## config.mk

```make
export PLATFORM = sky130hd
export DESIGN_NAME = risc_v_fetch_unit_flat
export DESIGN_NICKNAME = d
export VERILOG_FILES = /design/src/rtl/risc_v_pkg.sv /design/src/rtl/risc_v_fetch_unit_if.sv /design/src/rtl/risc_v_fetch_unit_fifo.sv /design/src/rtl/risc_v_fetch_unit.sv /design/src/flat_wrapper.sv
export SDC_FILE = /design/constraint.sdc
export NUM_CORES = 1
export LEC_CHECK = 0
export CAP_MARGIN = 25
export CORE_MARGIN = 3
export CORE_UTILIZATION = 45
export DETAILED_ROUTE_END_ITERATION = 10
export PLACE_DENSITY = 0.75
export SYNTH_ARGS = -nofsm -noshare
export SYNTH_HDL_FRONTEND = slang
export SYNTH_SLANG_ARGS = --single-unit
```

## constraint.sdc

```tcl
create_clock -name clk -period 3.3 [get_ports clk]
set_input_delay 0.33 -clock clk [delete_from_list [all_inputs] [get_ports clk]]
set_output_delay 0.33 -clock clk [all_outputs]
set_load 0.01 [all_outputs]
```

## src/rtl/risc_v_pkg.sv

```systemverilog
// rtl/risc_v_pkg.sv - shared constants and fetch entry type for the RISC-V fetch front end
package risc_v_pkg;
   localparam int INSTR_WIDTH = 32;
   localparam logic [INSTR_WIDTH-1:0] NOP_INSTR = 32'h0000_0013;
   localparam logic [31:0] DEFAULT_RESET_PC = 32'h0000_0000;
   localparam int DEFAULT_WORD_LENGTH = 32;

   typedef struct packed {
      logic [DEFAULT_WORD_LENGTH-1:0] pc;
      logic [INSTR_WIDTH-1:0]         instr;
      logic                           misaligned;
   } fetch_entry_t;
endpackage

```

## src/rtl/risc_v_fetch_unit_if.sv

```systemverilog
// rtl/risc_v_fetch_unit_if.sv - imem, redirect and decode-side signals of the fetch unit
// FETCH_MISALIGN_TRAP_EN adds instr_misaligned.
interface risc_v_fetch_unit_if #(parameter int WORD_LENGTH = 32);
   logic                   imem_req_valid;
   logic                   imem_req_ready;
   logic [WORD_LENGTH-1:0] imem_req_addr;
   logic                   imem_rsp_valid;
   logic [31:0]            imem_rsp_data;
   logic                   redirect_valid;
   logic [WORD_LENGTH-1:0] redirect_pc;
   logic                   instr_valid;
   logic                   instr_ready;
   logic [31:0]            instr_data;
   logic [WORD_LENGTH-1:0] instr_pc;
`ifdef FETCH_MISALIGN_TRAP_EN
   logic                   instr_misaligned;
`endif

   modport master (
      input  imem_req_ready, imem_rsp_valid, imem_rsp_data, redirect_valid, redirect_pc, instr_ready,
`ifdef FETCH_MISALIGN_TRAP_EN
      output instr_misaligned,
`endif
      output imem_req_valid, imem_req_addr, instr_valid, instr_data, instr_pc
   );

   modport slave (
      output imem_req_ready, imem_rsp_valid, imem_rsp_data, redirect_valid, redirect_pc, instr_ready,
`ifdef FETCH_MISALIGN_TRAP_EN
      input  instr_misaligned,
`endif
      input  imem_req_valid, imem_req_addr, instr_valid, instr_data, instr_pc
   );
endinterface

```

## src/rtl/risc_v_fetch_unit_fifo.sv

```systemverilog
// rtl/risc_v_fetch_unit_fifo.sv - registered prefetch FIFO; flush overrides push and pop
module fetch_fifo #(
   parameter int WIDTH = 64,
   parameter int DEPTH = 4
) (
   input  logic                         clk,
   input  logic                         reset,
   input  logic                         flush,
   input  logic                         push,
   input  logic [WIDTH-1:0]             push_data,
   input  logic                         pop,
   output logic [WIDTH-1:0]             pop_data,
   output logic [$clog2(DEPTH+1)-1:0]   count,
   output logic                         empty,
   output logic                         full
);
   localparam int PTR_W = $clog2(DEPTH);
   localparam int CNT_W = $clog2(DEPTH + 1);

   logic [WIDTH-1:0] mem [DEPTH];
   logic [PTR_W-1:0] wr_ptr, rd_ptr;

   assign pop_data = mem[rd_ptr];
   assign empty    = (count == '0);
   assign full     = (count == CNT_W'(DEPTH));

   always_ff @(posedge clk) begin
      if (push && !flush) mem[wr_ptr] <= push_data;
   end

   // Pointers wrap naturally because DEPTH is a power of two.
   always_ff @(posedge clk) begin
      if (reset || flush) begin
         wr_ptr <= '0;
         rd_ptr <= '0;
         count  <= '0;
      end else begin
         if (push) wr_ptr <= wr_ptr + PTR_W'(1);
         if (pop)  rd_ptr <= rd_ptr + PTR_W'(1);
         count <= count + CNT_W'(push) - CNT_W'(pop);
      end
   end
endmodule

```

## src/rtl/risc_v_fetch_unit.sv

```systemverilog
// rtl/risc_v_fetch_unit.sv - pipelined instruction fetch with prefetch FIFO and redirect flush
// FETCH_MISALIGN_TRAP_EN turns a misaligned redirect into a single NOP trap entry.
module risc_v_fetch_unit
   import risc_v_pkg::*;
#(
   parameter int WORD_LENGTH = 32,
   parameter int FIFO_DEPTH  = 4,
   parameter logic [WORD_LENGTH-1:0] RESET_PC = WORD_LENGTH'(DEFAULT_RESET_PC)
) (
   input logic                 clk,
   input logic                 reset,
   risc_v_fetch_unit_if.master bus
);
   localparam int CNT_W   = $clog2(FIFO_DEPTH + 1);
   localparam int ENTRY_W = WORD_LENGTH + INSTR_WIDTH;
   localparam logic [WORD_LENGTH-1:0] PC_STEP    = WORD_LENGTH'(4);
   localparam logic [WORD_LENGTH-1:0] ALIGN_MASK = ~WORD_LENGTH'(3);

   logic [WORD_LENGTH-1:0] fetch_pc, rsp_pc, redirect_base;
   logic [CNT_W-1:0]       outstanding, discard, fifo_count, in_flight;
   logic                   fifo_empty, fifo_full, credit_ok, req_fire, rsp_keep;
   logic                   fifo_pop, out_valid, out_fire, fetch_halt;
   logic [ENTRY_W-1:0]     push_entry, head_entry;

   assign redirect_base = bus.redirect_pc & ALIGN_MASK;
   assign credit_ok = !fifo_full &&
      (((CNT_W+1)'(fifo_count) + (CNT_W+1)'(outstanding)) < (CNT_W+1)'(FIFO_DEPTH));

   assign bus.imem_req_valid = !reset && !bus.redirect_valid && credit_ok && !fetch_halt;
   assign bus.imem_req_addr  = fetch_pc & ALIGN_MASK;
   assign req_fire   = bus.imem_req_valid && bus.imem_req_ready;
   assign rsp_keep   = bus.imem_rsp_valid && !bus.redirect_valid && (discard == '0);
   assign in_flight  = outstanding - CNT_W'(bus.imem_rsp_valid);
   assign push_entry = {rsp_pc, bus.imem_rsp_data};

`ifdef FETCH_MISALIGN_TRAP_EN
   logic                   trap_hold, trap_valid;
   logic [WORD_LENGTH-1:0] trap_pc;

   assign fetch_halt           = trap_hold;
   assign out_valid            = !fifo_empty || trap_valid;
   assign bus.instr_pc         = trap_valid ? trap_pc : head_entry[ENTRY_W-1 -: WORD_LENGTH];
   assign bus.instr_data       = trap_valid ? NOP_INSTR : head_entry[INSTR_WIDTH-1:0];
   assign bus.instr_misaligned = !reset && trap_valid;

   // The trap entry bypasses the FIFO so it is visible the cycle after the redirect.
   always_ff @(posedge clk) begin
      if (reset) begin
         trap_hold  <= 1'b0;
         trap_valid <= 1'b0;
         trap_pc    <= '0;
      end else if (bus.redirect_valid) begin
         trap_hold  <= |bus.redirect_pc[1:0];
         trap_valid <= |bus.redirect_pc[1:0];
         trap_pc    <= bus.redirect_pc;
      end else if (out_fire) begin
         trap_valid <= 1'b0;
      end
   end
`else
   assign fetch_halt     = 1'b0;
   assign out_valid      = !fifo_empty;
   assign bus.instr_pc   = head_entry[ENTRY_W-1 -: WORD_LENGTH];
   assign bus.instr_data = head_entry[INSTR_WIDTH-1:0];
`endif

   assign bus.instr_valid = !reset && !bus.redirect_valid && out_valid;
   assign out_fire        = bus.instr_valid && bus.instr_ready;
   assign fifo_pop        = out_fire && !fifo_empty;

   // Every response still in flight at a redirect belongs to the old stream.
   always_ff @(posedge clk) begin
      if (reset) begin
         fetch_pc    <= RESET_PC;
         rsp_pc      <= RESET_PC;
         outstanding <= '0;
         discard     <= '0;
      end else if (bus.redirect_valid) begin
         fetch_pc    <= redirect_base;
         rsp_pc      <= redirect_base;
         outstanding <= in_flight;
         discard     <= in_flight;
      end else begin
         if (req_fire) fetch_pc <= fetch_pc + PC_STEP;
         if (rsp_keep) rsp_pc   <= rsp_pc + PC_STEP;
         outstanding <= outstanding + CNT_W'(req_fire) - CNT_W'(bus.imem_rsp_valid);
         if (bus.imem_rsp_valid && (discard != '0)) discard <= discard - CNT_W'(1);
      end
   end

   fetch_fifo #(
      .WIDTH (ENTRY_W),
      .DEPTH (FIFO_DEPTH)
   ) u_fifo (
      .clk       (clk),
      .reset     (reset),
      .flush     (bus.redirect_valid),
      .push      (rsp_keep),
      .push_data (push_entry),
      .pop       (fifo_pop),
      .pop_data  (head_entry),
      .count     (fifo_count),
      .empty     (fifo_empty),
      .full      (fifo_full)
   );
endmodule
```

## src/flat_wrapper.sv

```systemverilog
// flat-port wrapper written by rule: the top's interface ports become plain ports
module risc_v_fetch_unit_flat import risc_v_pkg::*;
#(
   parameter int WORD_LENGTH = 32,
   parameter int FIFO_DEPTH  = 4,
   parameter logic [WORD_LENGTH-1:0] RESET_PC = WORD_LENGTH'(DEFAULT_RESET_PC)
)
  (clk, reset, bus_imem_req_ready, bus_imem_rsp_valid, bus_imem_rsp_data, bus_redirect_valid, bus_redirect_pc, bus_instr_ready, bus_imem_req_valid, bus_imem_req_addr, bus_instr_valid, bus_instr_data, bus_instr_pc);
  risc_v_fetch_unit_if #(.WORD_LENGTH(WORD_LENGTH)) bus_i ();
  input logic clk;
  input logic reset;
  input wire logic [$bits(bus_i.imem_req_ready)-1:0] bus_imem_req_ready;
  input wire logic [$bits(bus_i.imem_rsp_valid)-1:0] bus_imem_rsp_valid;
  input wire logic [$bits(bus_i.imem_rsp_data)-1:0] bus_imem_rsp_data;
  input wire logic [$bits(bus_i.redirect_valid)-1:0] bus_redirect_valid;
  input wire logic [$bits(bus_i.redirect_pc)-1:0] bus_redirect_pc;
  input wire logic [$bits(bus_i.instr_ready)-1:0] bus_instr_ready;
  output wire logic [$bits(bus_i.imem_req_valid)-1:0] bus_imem_req_valid;
  output wire logic [$bits(bus_i.imem_req_addr)-1:0] bus_imem_req_addr;
  output wire logic [$bits(bus_i.instr_valid)-1:0] bus_instr_valid;
  output wire logic [$bits(bus_i.instr_data)-1:0] bus_instr_data;
  output wire logic [$bits(bus_i.instr_pc)-1:0] bus_instr_pc;
  assign bus_i.imem_req_ready = bus_imem_req_ready;
  assign bus_i.imem_rsp_valid = bus_imem_rsp_valid;
  assign bus_i.imem_rsp_data = bus_imem_rsp_data;
  assign bus_i.redirect_valid = bus_redirect_valid;
  assign bus_i.redirect_pc = bus_redirect_pc;
  assign bus_i.instr_ready = bus_instr_ready;
  assign bus_imem_req_valid = bus_i.imem_req_valid;
  assign bus_imem_req_addr = bus_i.imem_req_addr;
  assign bus_instr_valid = bus_i.instr_valid;
  assign bus_instr_data = bus_i.instr_data;
  assign bus_instr_pc = bus_i.instr_pc;
  risc_v_fetch_unit #(.WORD_LENGTH(WORD_LENGTH), .FIFO_DEPTH(FIFO_DEPTH), .RESET_PC(RESET_PC)) u_core (.clk(clk), .reset(reset), .bus(bus_i));
endmodule
```

Word-level counts from Yosys, hierarchy flattened
Memory sizes are Yosys's and may differ from the RTL's. A register that Yosys moved wholly into a read port is not among the register bits.
Cells that the tools add are included.

cells by class
  add/subtract/negate cells = 11
  magnitude comparators = 1
  equality and inequality tests = 1
  mux-type cells = 11
  reduce and logical (&&, ||, !) cells = 23

operators with widths
  kind                                                                  number
  32-bit two-way mux                                                    4
  32-bit by 3-bit adder with 32-bit output, second input constant       2
  1-bit logical AND                                                     11
  3-bit two-way mux                                                     3
  3-bit by 1-bit subtractor with 3-bit output                           3
  3-bit by 1-bit adder with 3-bit output                                2
  3-bit zero test                                                       2
  2-bit nonzero test                                                    3
  2-bit by 1-bit adder with 2-bit output, second input constant         2
  3-bit by 3-bit adder with 4-bit output                                1
  1-bit zero test                                                       4
  4-bit by 3-bit < comparator with 1-bit output, second input constant  1
  2-bit two-way mux                                                     2
  3-bit == test, second input constant                                  1
  3-bit nonzero test                                                    1
  3-bit by 1-bit subtractor with 3-bit output, second input constant    1
  1-bit two-way mux                                                     2
  2-bit OR reduction                                                    1
  1-bit logical OR                                                      1

word-level totals
  register bits = 77
  bits in writable memories = 256
  input port bits = 70
  output and inout port bits = 98
  logic and storage cells = 57
  memories kept = 1

memories
  memory             words  width  rd ports  clocked after Yosys merged registers in  wr ports  RTL line                      text
  u_core.u_fifo.mem  4      64     1         1                                        1         risc_v_fetch_unit_fifo.sv:20  logic [WIDTH-1:0] mem [DEPTH];

Depth between registers and ports, before layout
Gate-level depths: netlist (run 1).

  depth in word-level cells = 8
  depth in mapped cells = 12
  mapped depth without buffers = 12

Cells and area by module
From an unflattened synthesis (run 1), not the netlist that was laid out.

second synthesis, totals
  cells, all modules = 895
  area, all modules = 13882.1 um^2

by module, submodules not included
  module             times used  cells an instance  area an instance (um^2)  sequential area each (um^2)
  fetch_fifo         1           381                9768.1                   7867.5
  risc_v_fetch_unit  1           514                4113.9                   1321.3

Least setup slack after synthesis (run 1)
No wires, ideal clock.

  path kind = reg-to-reg
  start = register u_core.discard[0]
  end = memory u_core.u_fifo.mem[0][0], enable pin
  setup time = 0.427 ns
  arrival = 2.581 ns
  data required time = 2.873 ns
  setup slack = 0.292 ns
  stages on the path, launching flop included = 6
  buffers on the path = 1
  period minus slack after synthesis = 3.008 ns
  cells stage by stage = dfxtp_1 > inv_1 > ha_1 > and3b_1 > clkbuf_1 > and3_1

between the ends
  longest elaborated chain between the ends = 5

ends and longest elaborated chain
  element                                  RTL line                      text
  start, declared                          risc_v_fetch_unit.sv:20       logic [CNT_W-1:0] outstanding, discard, fifo_count, in_flight;
  start signal, assigned                   risc_v_fetch_unit.sv:82       discard <= in_flight;
  start signal, assigned                   risc_v_fetch_unit.sv:87       if (bus.imem_rsp_valid && (discard != '0)) discard <= discard - CNT_W'(1);
  3-bit zero test                          risc_v_fetch_unit.sv:32       assign rsp_keep = bus.imem_rsp_valid && !bus.redirect_valid && (discard == '0);
  1-bit logical AND                        risc_v_fetch_unit.sv:32
  1-bit logical AND                        risc_v_fetch_unit_fifo.sv:28  if (push && !flush) mem[wr_ptr] <= push_data;
  1-bit two-way mux                        risc_v_fetch_unit_fifo.sv:28
  1-bit two-way mux (implied by the code)  risc_v_fetch_unit_fifo.sv:28
  end, declared                            risc_v_fetch_unit_fifo.sv:20

Every way passes these cells.

==> flow_summary.toml, run 1 <==
[clock_network]
cts_tree = "done"
cts_max_level = 2
cts_buffers = 35
clk_latency_ns = 0.50
clock-sinks = 323
cts_hold_buf = 0
root_buffer = "clkbuf_16"
ctsResizeCount = 0
clk_pin_slew_ns = 0.06
clock_tree.buffer_depth = 3
post_cts_buffers = 0

[placement]
dp_hpwl_mm = 18.1
portBuffers = 161
place_congestion = 0.787
place_inst = 1339

[yosys]
synth-main-ff-cell = "edfxtp_1"
yosysMostFrequentCell = "edfxtp_1"
ys_types = 50
yosysWarnings = 0
yosysTopAreaCellShare_pct = 56.8
synth.area.top_cells = "edfxtp_1 57%, dfxtp_1 11%, mux4_2 11%, xnor2_1 2.9%, a21boi_0 2.3%"
synth_edf_count = 248
async_flop_share_pct = 0
synth_seq_cells = 323
synthTopCellsByCount = "248 x edfxtp_1, 75 x dfxtp_1, 62 x mux4_2, 50 x inv_1, 44 x xnor2_1"
ys_seq_area_share_pct = 68.3
yosysTopAreaCell = "edfxtp_1"
synth_cells = 822
synth_area_um2 = 13100
syn-mean-instance-area_um2 = 15.9

[setup_path]
path_max_fanout = 14
worstSetupPathType = "flop to output pin"
crit_path_start_kind = "flop"
cp.required_ns = 2.97
worst_setup_path_end_kind = "output pin"
arrival_ns = 2.48

[timing]
worst_clock_skew_ns = 0.0144
worstMarginPinSlew_ns = 0.692
grt_setup_unrepaired = "false"
finalSetupTns_ns = 0
finalCritPeriodShare_pct = 85.3
max_clock_freq_ghz = 0.355
maxSlewHeadroom_pct = 53.4
post-route-min-period_ns = 2.81
drv_slew = 0
hold_viol = 0
finalSetupViolations = 0

[drt]
ant_nets = 0
wl_per_cell_um = 19.7
drc = 0
drt_iter0_drc = 539
drt_pre_antenna_iters = 5
vias = 7478
drt_wl_total_mm = 27.6
via_per_inst = 5.34

[layout]
num-nets-final = 1086
diodes = 0
syn_to_final_growth_pct = 24.5
fin_cells = 1401
drive_above_1_share_pct = 13.7

[status]
status = "completed"

[job]
drv_cap = 0

[grt]
grt_pass1_vias = 7740
overflow = 0
grt_pass1_wl_mm = 43.3
antenna_found_initial = 0
grtUsageTotal_pct = 17.9
grt_max_degree = 50

[power_and_ir_drop]
vdd_drop_max_mv = 0.285
power_per_cell_area_nw_per_um2 = 544
leakage_nw = 5.30

[hold_path]
hp-class = "input port to flop"

[floorplan]
die_w_um = 177
core_um2 = 28200
std_cell_rows = 61
die_h_um = 177
floorplan.initialDensity_pct = 46.4
dieArea_um2 = 31200
pin_count = 168
[cell type report]
cell class / instances / area [um^2]
Timing Repair Buffer: 180 / 1860
Sequential cell: 323 / 8950
Multi-Input combinational cell: 408 / 3780
Clock inverter: 11 / 53.8
Fill cell: 2203 / 11900
Clock buffer: 51 / 998
Inverter: 50 / 188
Tap cell: 378 / 473
[layer usage]
layer,track usage [%],part of all wire [%]
met1,24.1,42
met2,29.5,49
met3,3.93,6.5
met4,5.27,2.4
met5,0,0
[worst paths after layout]
path	startpoint	endpoint	slack, ns	cells past startpoint
worst max register to register	u_core.u_fifo.count[1]	u_core.fetch_pc[30]	0.78	7
worst max-delay path	flop	bus_instr_pc[15]	0.49	3
worst min-delay path	bus_redirect_valid	u_core.fetch_pc[18]	0.46	3
worst min register to register	u_core.u_fifo.wr_ptr[1]	u_core.u_fifo.wr_ptr[1]	0.50	2
[cells in the final DEF (no fill, tap or decap), types with 9 or more instances in the layout]
master             n
a21oi_1           35
dfxtp_1           73
nor3_1            23
o31a_1            14
buf_4             10
xnor2_1           44
inv_1             50
edfxtp_1         248
nand2_1           34
mux4_2            62
nand3_1           17
nor2_1            17
clkdlybuf4s50_1  160
clkbuf_16         37
nand4_1           12
xor2_1            11
ha_1              16
a21boi_0          40
nor4_1            20
buf_12             9
clkbuf_1          12
[sequential cells by signal, indices dropped and copies added, names as in the netlist, named ones only]
register,count
u_core.u_fifo.rd_ptr,2
u_core.discard,3
u_core.rsp_pc,30
u_core.u_fifo.wr_ptr,2
u_core.u_fifo.mem,248
u_core.fetch_pc,30
u_core.u_fifo.count,3
u_core.outstanding,3
[critical path: stages (launching register included)]
cell and delay, ns:
dfxtp_4 0.52, buf_4 0.35, mux4_2 0.56, clkdlybuf4s50_1 0.54
[logic make-up (layout without fill, tap and decap cells)]
group           count (synthesis)  after routing  synth area share [%]
compound gates                113            113                  5.83
xor+xnor                       55             55                  3.68
fa+ha+maj                      18             18                  1.83
buf+inv                        94            292                  3.01
flops                         323            323                  68.3
mux                            63             63                  10.7
other cells                     1              4                0.0286
simple gates                  155            155                  6.60
[report_power, final]
group	total (mW)	switching [mW]	internal, mW
Clock	3.56	1.46	2.10
Sequential	4.64	0.120	4.52
Combinational	0.671	0.310	0.361
[through the flow]
stage               setup slack [ns]  power, mW  cell area [um^2]  utilization [%]  hold slack [ns]
floorplan                      0.292       5.03             13100                -            0.429
detailed placement             0.314       5.39             15300             54.0            0.494
global placement               0.382       5.37             15300             54.0            0.492
global route                   0.356       9.20             16300             57.7            0.468
CTS                            0.412       8.96             16300             57.7            0.435
finish                         0.486       8.87             16300             57.7            0.460
(Power assumes the default switching activity.)
==> run 2: changes to the inputs <==
- PLACE_DENSITY: 0.75 -> 0.78
==> run 2 against run 1 <==
Design area grew 0.50%. Critical path depth is the same. Sequential power is essentially flat. Clock skew grew 0.0044 ns. Critical path type unchanged. Largest power group unchanged. Sequential share of layout area shrank 0.27 points. Total power grew 3.9%.
==> flow_summary.toml, run 2 (synthesis results as in run 1) <==
[clock_network]
root_buffer = "clkbuf_16"
post_cts_buffers = 0
clk_pin_slew_ns = 0.06
ctsResizeCount = 0
cts_tree = "done"
cts_max_level = 2
clock-sinks = 323
clock_tree.buffer_depth = 3
clk_latency_ns = 0.50
cts_buffers = 35
cts_hold_buf = 0

[layout]
drive_above_1_share_pct = 14.0
final_common_cell = "edfxtp_1"
num-nets-final = 1083
diodes = 0
largestRegisters = "u_core.u_fifo.mem: 248 flops, u_core.fetch_pc: 30 flops, u_core.rsp_pc: 30 flops"
regMostFlops = "u_core.u_fifo.mem"
final_cell_mix = "248 x edfxtp_1, 160 x clkdlybuf4s50_1, 73 x dfxtp_1"
final_area_um2 = 16400
syn_to_final_growth_pct = 25.1
largest_register_ffs = 248
utilization_pct = 58.0

[drt]
drt_iter0_drc = 463
drc = 0
ant_nets = 0
drt_pre_antenna_iters = 4
vias = 7544
wl_per_cell_um = 20.1
via_per_inst = 5.40
drt_wl_total_mm = 28.1

[floorplan]
dieArea_um2 = 31200
core_um2 = 28200
pin_count = 168
floorplan.initialDensity_pct = 46.4
die_h_um = 177
std_cell_rows = 61
die_w_um = 177

[setup_path]
path_max_fanout = 23
critPathBufInv = 2
crit_path_start_kind = "flop"
path_delay_family = "buffers and inverters"
worstSetupPathType = "flop to output pin"
cp.required_ns = 2.97
crit_chain = "buf_12, mux4_2, clkdlybuf4s50_1"
crit_slowest_cell = "dfxtp_4"
worst_setup_path_end_kind = "output pin"
max_stage_delay_ns = 0.62
arrival_ns = 2.51

[grt]
grtUsageTotal_pct = 17.8
grt_pass1_vias = 7626
overflow = 0
antenna_found_initial = 0
grt_pass1_wl_mm = 43.1
grt_max_degree = 63

[timing]
worstMarginPinSlew_ns = 0.657
post-route-min-period_ns = 2.84
finalSetupTns_ns = 0
holdWs_ns = 0.222
grt_setup_unrepaired = "false"
hold_viol = 0
maxSlewHeadroom_pct = 55.8
finalSetupViolations = 0
drv_slew = 0
worst_clock_skew_ns = 0.0188
finalCritPeriodShare_pct = 86.0
max_clock_freq_ghz = 0.352

[power_and_ir_drop]
power_per_cell_area_nw_per_um2 = 562
vdd_drop_max_mv = 0.347
power_frac_comb_pct = 7.3
p_sw_mw = 1.95
total_power_mw = 9.21
internal-power_mw = 7.26
swShare_pct = 21.1
leakage_nw = 5.33
p_clk_share_pct = 42.4
p_seq_share_pct = 50.3

[status]
status = "completed"

[placement]
place_area_um2 = 15200
portBuffers = 161
place_congestion = 0.841
dp_hpwl_mm = 18.0

[hold_path]
hp-class = "input port to flop"

[job]
drv_cap = 0
## run 2: cell count changes in the layout (fill, tap and decap cells not counted)
cell,previous run,this run
buf_4,10,7
bufinv_16,0,4
inv_6,1,0
clkinv_1,4,5
clkinvlp_4,0,3
and3_4,1,0
clkbuf_1,12,4
and3_2,3,4
## run 2: worst min-delay path, delay by kind of cell
kind	cells	cell delay, ns
AOI/OAI and AO/OA	1	0.08
buffers and inverters	1	0.16
and+or+nand+nor	1	0.09
## run 2: power groups by stage
stage | combinational [mW] | sequential [mW] | clock [mW]
2_1_floorplan | 0.330 | 4.70 | 0
3_3_place_gp | 0.656 | 4.71 | 0
4_1_cts | 0.678 | 4.63 | 3.98
5_1_grt | 0.727 | 4.65 | 4.14
3_5_place_dp | 0.671 | 4.72 | 0
6_report | 0.669 | 4.64 | 3.91
## run 2: layout make-up
type	count	area [um^2]
clock buffer	43	968
clock inverter	18	191
fill	2193	11900
inverter	50	188
multi-input combinational	408	3780
sequential	323	8950
tap	378	473
timing repair buffer	177	1840
## run 2: metal layers
metal | GRT usage [%] | part of all wire [%] | wire length (um) | vias up
li1 | - | - | - | 3498
met1 | 24.5 | 44 | 12300 | 3781
met2 | 29.2 | 48 | 13600 | 214
met3 | 3.63 | 5.7 | 1590 | 51
met4 | 4.42 | 2.0 | 567 | 0
met5 | 0 | 0 | 0 | -
## run 2: worst paths after layout
| kind | start | slack (ns) | depth (start not counted) | end |
|---|---|---|---|---|
| worst max-delay path | flop | 0.46 | 3 | bus_instr_pc[13] |
| worst min-delay path | bus_redirect_valid | 0.22 | 3 | u_core.fetch_pc[4] |
| worst max register to register | u_core.u_fifo.count[1] | 0.81 | 7 | u_core.fetch_pc[31] |
| worst min register to register | u_core.u_fifo.wr_ptr[1] | 0.52 | 2 | u_core.u_fifo.wr_ptr[1] |
## run 2: stage by stage
step / worst slack (ns) / cells
after floorplan: 0.292 / 825
after global placement: 0.395 / 1336
after detailed placement: 0.303 / 1336
after CTS: 0.393 / 1397
after global routing: 0.328 / 1397
final: 0.462 / 1397
==> run 3: changes to the inputs <==
- SKIP_LAST_GASP: not set -> 1
==> results of run 3 <==
Final layout, timing and power as in run 2 (identical DEF).
